$ cat config.mk
export PLATFORM = sky130hd
export DESIGN_NAME = lc3b_mem_unit
export DESIGN_NICKNAME = d
export VERILOG_FILES = /design/src/rtl/lc3b_mem_unit_pkg.sv /design/src/rtl/lc3b_mem_unit_lane.sv /design/src/rtl/lc3b_mem_unit.sv
export SDC_FILE = /design/constraint.sdc
export NUM_CORES = 1
export LEC_CHECK = 0
export ABC_AREA = 1
export CORE_MARGIN = 10
export CORE_UTILIZATION = 50
export DETAILED_ROUTE_END_ITERATION = 7
export PLACE_DENSITY = 0.85
export SLEW_MARGIN = 20
export SYNTH_ARGS = -nofsm -noshare
export SYNTH_HDL_FRONTEND = slang
export SYNTH_SLANG_ARGS = --single-unit
$ cat constraint.sdc
create_clock -name clk -period 5.5 [get_ports clk]
set_input_delay 0.825 -clock clk [delete_from_list [all_inputs] [get_ports clk]]
set_output_delay 0.825 -clock clk [all_outputs]
set_load 0.01 [all_outputs]
$ cat src/rtl/lc3b_mem_unit_pkg.sv
// Shared LC-3b type definitions: memory-unit operation codes and FSM states.
package lc3b_types;

  typedef enum logic [2:0] {
    LDW = 3'd0,
    LDB = 3'd1,
    STW = 3'd2,
    STB = 3'd3,
    LDI = 3'd4,
    STI = 3'd5
  } lc3b_memop;

  typedef enum logic [2:0] {
    IDLE   = 3'd0,
    PTR_RD = 3'd1,
    READ   = 3'd2,
    WRITE  = 3'd3,
    DONE   = 3'd4
  } lc3b_memstate;

  function automatic logic is_byte_op(input lc3b_memop op);
    return (op == LDB) || (op == STB);
  endfunction

  function automatic logic is_indirect(input lc3b_memop op);
    return (op == LDI) || (op == STI);
  endfunction

endpackage

$ cat src/rtl/lc3b_mem_unit_lane.sv
// Byte-lane steering: load extract with sign extension, store replication, lane enables.
module mem_lane #(
  parameter int WIDTH = 16,
  localparam int LANES = WIDTH / 8,
  localparam int LANE_BITS = $clog2(LANES)
) (
  input  logic [LANE_BITS-1:0] lane,
  input  logic                 byte_op,
  input  logic [WIDTH-1:0]     rdata,
  input  logic [WIDTH-1:0]     wdata,
  output logic [WIDTH-1:0]     load_data,
  output logic [WIDTH-1:0]     store_data,
  output logic [LANES-1:0]     byte_en
);

  logic [7:0] sel_byte;

  always_comb begin
    sel_byte   = rdata[8*lane +: 8];
    load_data  = byte_op ? {{(WIDTH-8){sel_byte[7]}}, sel_byte} : rdata;
    store_data = byte_op ? {LANES{wdata[7:0]}} : wdata;
    byte_en    = byte_op ? (LANES'(1) << lane) : '1;
  end

endmodule

$ cat src/rtl/lc3b_mem_unit.sv
// LC-3b memory-access unit: one request at a time, word/byte and indirect accesses.
module lc3b_mem_unit
  import lc3b_types::*;
#(
  parameter int WIDTH = 16,
  localparam int LANES = WIDTH / 8,
  localparam int LANE_BITS = $clog2(LANES)
) (
  input  logic             clk,
  input  logic             rst,
  input  logic             req_valid,
  output logic             req_ready,
  input  lc3b_memop        req_op,
  input  logic [WIDTH-1:0] req_addr,
  input  logic [WIDTH-1:0] req_wdata,
  output logic             resp_valid,
  output logic [WIDTH-1:0] resp_rdata,
  output logic [WIDTH-1:0] mem_address,
  output logic             mem_read,
  output logic             mem_write,
  output logic [LANES-1:0] mem_byte_enable,
  output logic [WIDTH-1:0] mem_wdata,
  input  logic [WIDTH-1:0] mem_rdata,
  input  logic             mem_resp
);

  lc3b_memstate     state, state_next;
  lc3b_memop        op_r;
  logic [WIDTH-1:0] addr_r, wdata_r, ptr_r;
  logic [WIDTH-1:0] tgt_base, tgt_addr;
  logic [WIDTH-1:0] lane_load, lane_store;
  logic [LANES-1:0] lane_be;
  logic             byte_op;

  function automatic logic [WIDTH-1:0] word_align(input logic [WIDTH-1:0] a);
    return {a[WIDTH-1:LANE_BITS], {LANE_BITS{1'b0}}};
  endfunction

  // Indirect ops reach their target through the latched pointer.
  always_comb begin
    byte_op  = is_byte_op(op_r);
    tgt_base = is_indirect(op_r) ? ptr_r : addr_r;
    tgt_addr = byte_op ? tgt_base : word_align(tgt_base);
  end

  mem_lane #(.WIDTH(WIDTH)) u_lane (
    .lane       (tgt_base[LANE_BITS-1:0]),
    .byte_op    (byte_op),
    .rdata      (mem_rdata),
    .wdata      (wdata_r),
    .load_data  (lane_load),
    .store_data (lane_store),
    .byte_en    (lane_be)
  );

  always_ff @(posedge clk or posedge rst) begin
    if (rst) state <= IDLE;
    else     state <= state_next;
  end

  always_ff @(posedge clk or posedge rst) begin
    if (rst) begin
      op_r       <= LDW;
      addr_r     <= '0;
      wdata_r    <= '0;
      ptr_r      <= '0;
      resp_rdata <= '0;
    end else begin
      if (state == IDLE && req_valid) begin
        op_r    <= req_op;
        addr_r  <= req_addr;
        wdata_r <= req_wdata;
      end
      if (state == PTR_RD && mem_resp) ptr_r <= mem_rdata;
      if (state == READ && mem_resp) resp_rdata <= lane_load;
    end
  end

  // Strobes and bus outputs depend on the registered state only.
  always_comb begin
    state_next      = state;
    req_ready       = 1'b0;
    resp_valid      = 1'b0;
    mem_read        = 1'b0;
    mem_write       = 1'b0;
    mem_address     = '0;
    mem_wdata       = '0;
    mem_byte_enable = '1;
    case (state)
      IDLE: begin
        req_ready = 1'b1;
        if (req_valid) begin
          case (req_op)
            LDW, LDB: state_next = READ;
            STW, STB: state_next = WRITE;
            LDI, STI: state_next = PTR_RD;
            default:  state_next = IDLE;
          endcase
        end
      end
      PTR_RD: begin
        mem_read    = 1'b1;
        mem_address = word_align(addr_r);
        if (mem_resp) state_next = (op_r == LDI) ? READ : WRITE;
      end
      READ: begin
        mem_read    = 1'b1;
        mem_address = tgt_addr;
        if (mem_resp) state_next = DONE;
      end
      WRITE: begin
        mem_write       = 1'b1;
        mem_address     = tgt_addr;
        mem_wdata       = lane_store;
        mem_byte_enable = lane_be;
        if (mem_resp) state_next = DONE;
      end
      DONE: begin
        resp_valid = 1'b1;
        state_next = IDLE;
      end
      default: state_next = IDLE;
    endcase
  end

endmodule

==> impl_metrics.csv <==
group,metric,value,unit
clocking,cts_resized,0,
timing,worst_pin_slew,0.992,ns
timing,drv_slew,0,
setup_path,cp_num_buf_inv,3,
logic_synthesis,synth_cells,431,
timing,post-route-period-util,60.4,%
setup_path,start_kind,"flip-flop",
logic_synthesis,synth_area_leaders,"dfrtp_1 52%, nand2_1 9.2%, inv_1 7.6%",
logic_synthesis,yosysTopAreaCell,"dfrtp_1",
clocking,post_cts_buffers,0,
timing,holdWs,0.474,ns
timing,tns,0,ns
power,p_leak,0.00229,uW
timing,max-slew-margin-rel,33.6,%
die,rows,29,
setup_path,end_kind,"primary output",
job,cap_violations,0,
setup_path,critPathMaxStageDelay,0.58,ns
die,die_h,102,um
final_layout,areaGrowthSynthToFinish,37.2,%
final_layout,drive_gt1_share,5.97,%
detailed_routing,antenna_left,0,
worst_hold_path,hold_path.class,"reg -> reg",
setup_path,cp_slowest_cell,"clkdlybuf4s50_1",
logic_synthesis,syn-mean-instance-area,7.86,um^2
clocking,h-tree-depth,3,
detailed_routing,vias,3132,
logic_synthesis,synth_seq_cells,70,
global_route,grt_pass1_wl,15.1,mm
setup_path,crit_family,"buffers and inverters",
final_layout,final_cell_mix,"108 x clkdlybuf4s50_1, 83 x nand2_1, 70 x dfrtp_1, 68 x inv_1, 56 x nor2_1",
clocking,cts.sinks,70,
logic_synthesis,synth_area,3390,um^2
global_route,grt_overflow,0,
logic_synthesis,yosysUniqueCellTypes,22,
final_layout,n_antenna_cell,0,
logic_synthesis,synth_top_area_share,51.7,%
timing,final.min_clock_period,3.32,ns
detailed_routing,viasPerCell,5.11,
die,die_area,10500,um^2
timing,setup_viol,0,
global_route,grt_antenna_before_repair,0,
clocking,clk_path_buf_depth,2,
power,power_density,549,nW/um^2
clocking,cts_hold_buffers,0,
timing,skew,0.00693,ns
clocking,cts_tree,"yes",
detailed_routing,drc,0,
detailed_routing,dr.first_iter.drc_count,203,
global_route,grt_max_degree,71,
global_route,grt_pass1_vias,3093,
run_status,outcome,"finished clean",
timing,fmax,301,MHz
placed_design,io_buffers,108,
detailed_routing,dr.pass1.iters,4,
final_layout,nNetsFinal,589,
setup_path,cp_data_arrival_time,2.50,ns
detailed_routing,wl,9.40,mm
detailed_routing,wl_per_cell,15.3,um
setup_path,path_cells,"inv_1, nand2_1, nor2_1, inv_1, nor2_1, clkdlybuf4s50_1",
power,ir_drop,356,uV
placed_design,place.gp.congestion,0.903,
clocking,clk_pin_slew_worst_paths,0.07,ns
die,core,6460,um^2
clocking,clk-insertion-delay-late,0.34,ns
clocking,cts_buffers,9,
timing,rsz0062_at_grt,"false",
setup_path,crit_type,"reg -> out",
die,io_pins,109,
final_layout,layout_commonest_cell,"clkdlybuf4s50_1",
global_route,grt_use_total,18.2,%
logic_synthesis,synth_nets,488,
placed_design,dp_hpwl,7.21,mm
timing,hold_viol_final,0,
die,initial_core_util,52.4,%
clocking,root_buffer,"clkbuf_8",
power,total_power,2550,uW
setup_path,cp_max_fo,11,
setup_path,required,4.68,ns
logic_synthesis,yosysSeqAreaShare,51.7,%
logic_synthesis,ys_warn_count,0,
die,fp.dieW,102,um
-- stage by stage --
stage	cell area [um^2]	util [%]	cells	setup WS, ns
after detailed placement	4470	69.2	598	2.31
after floorplan	3390	-	431	2.91
final	4640	71.9	613	2.18
after CTS	4640	71.8	613	1.94
after global placement	4470	69.2	598	2.40
after global routing	4640	71.9	613	1.99
-- registers in the layout (all words and copies together), names as in the netlist --
register,cells
op_r,3
addr_r,16
ptr_r,16
state,3
resp_rdata,16
wdata_r,16
-- worst reg2reg max path: stages, from the launching register on --
cell and delay (ns):
dfrtp_1 0.42, inv_1 0.15, nand3_1 0.14, inv_1 0.31, nand2_2 0.64, nor2_1 0.31, a21oi_1 0.07
-- synth_stat cells --
cell	count
inv_1	69
nand2_1	83
inv_2	2
o22ai_1	16
nand3_1	36
a21oi_1	35
buf_2	9
o21bai_1	1
nor3_4	1
o21ai_0	26
buf_4	3
clkbuf_1	6
nand4_1	2
nand2_2	3
ha_1	2
nand3_4	1
dfrtp_1	70
nor2_2	1
buf_6	1
nor2_1	56
or2_2	7
nor2_4	1
-- layout make-up --
type | count | area [um^2]
well taps | 77 | 96.3
fillers | 544 | 1810
inverters | 71 | 267
flip-flops and latches | 70 | 1750
repair buffers | 109 | 1090
clock buffers | 12 | 145
clock inverters | 3 | 21.3
multi-input cells | 271 | 1270
-- report_power, final --
part / leakage, uW / internal, uW / switching, uW
sequential: 0.000823 / 756 / 119
combinational: 0.00139 / 584 / 734
clock: 0.0000824 / 174 / 182
total: 0.00229 / 1510 / 1030
-- per-layer routing --
| layer | vias up | track usage [%] | part of all wire [%] |
|---|---|---|---|
| li1 | 1565 | - | - |
| met1 | 1453 | 22.7 | 43 |
| met2 | 102 | 30.5 | 49 |
| met3 | 12 | 3.37 | 6.1 |
| met4 | 0 | 7.38 | 1.9 |
| met5 | - | 0 | 0 |
-- kinds of logic (layout without fill, tap and decap cells) --
family	count (synthesis)	count (layout)	synth area share, %
simple gates	191	191	24.5
compound gates	78	78	12.2
buf+inv	90	195	10.9
flops	70	70	51.7
fa+ha+maj	2	2	0.739
-- path summary, 6_finish.rpt --
check                                 start  cells past startpoint            to  slack, ns
worst max-delay path               state[2]                      6  mem_wdata[6]       2.18
worst min-delay path            wdata_r[15]                      2   wdata_r[15]       0.47
worst max register to register     state[1]                      6     addr_r[8]       3.32
worst min register to register  wdata_r[15]                      2   wdata_r[15]       0.47
max in group asynchronous               rst                      3       op_r[0]       3.88
min in group asynchronous               rst                      3     addr_r[1]       1.06
(Power assumes the default switching activity.)
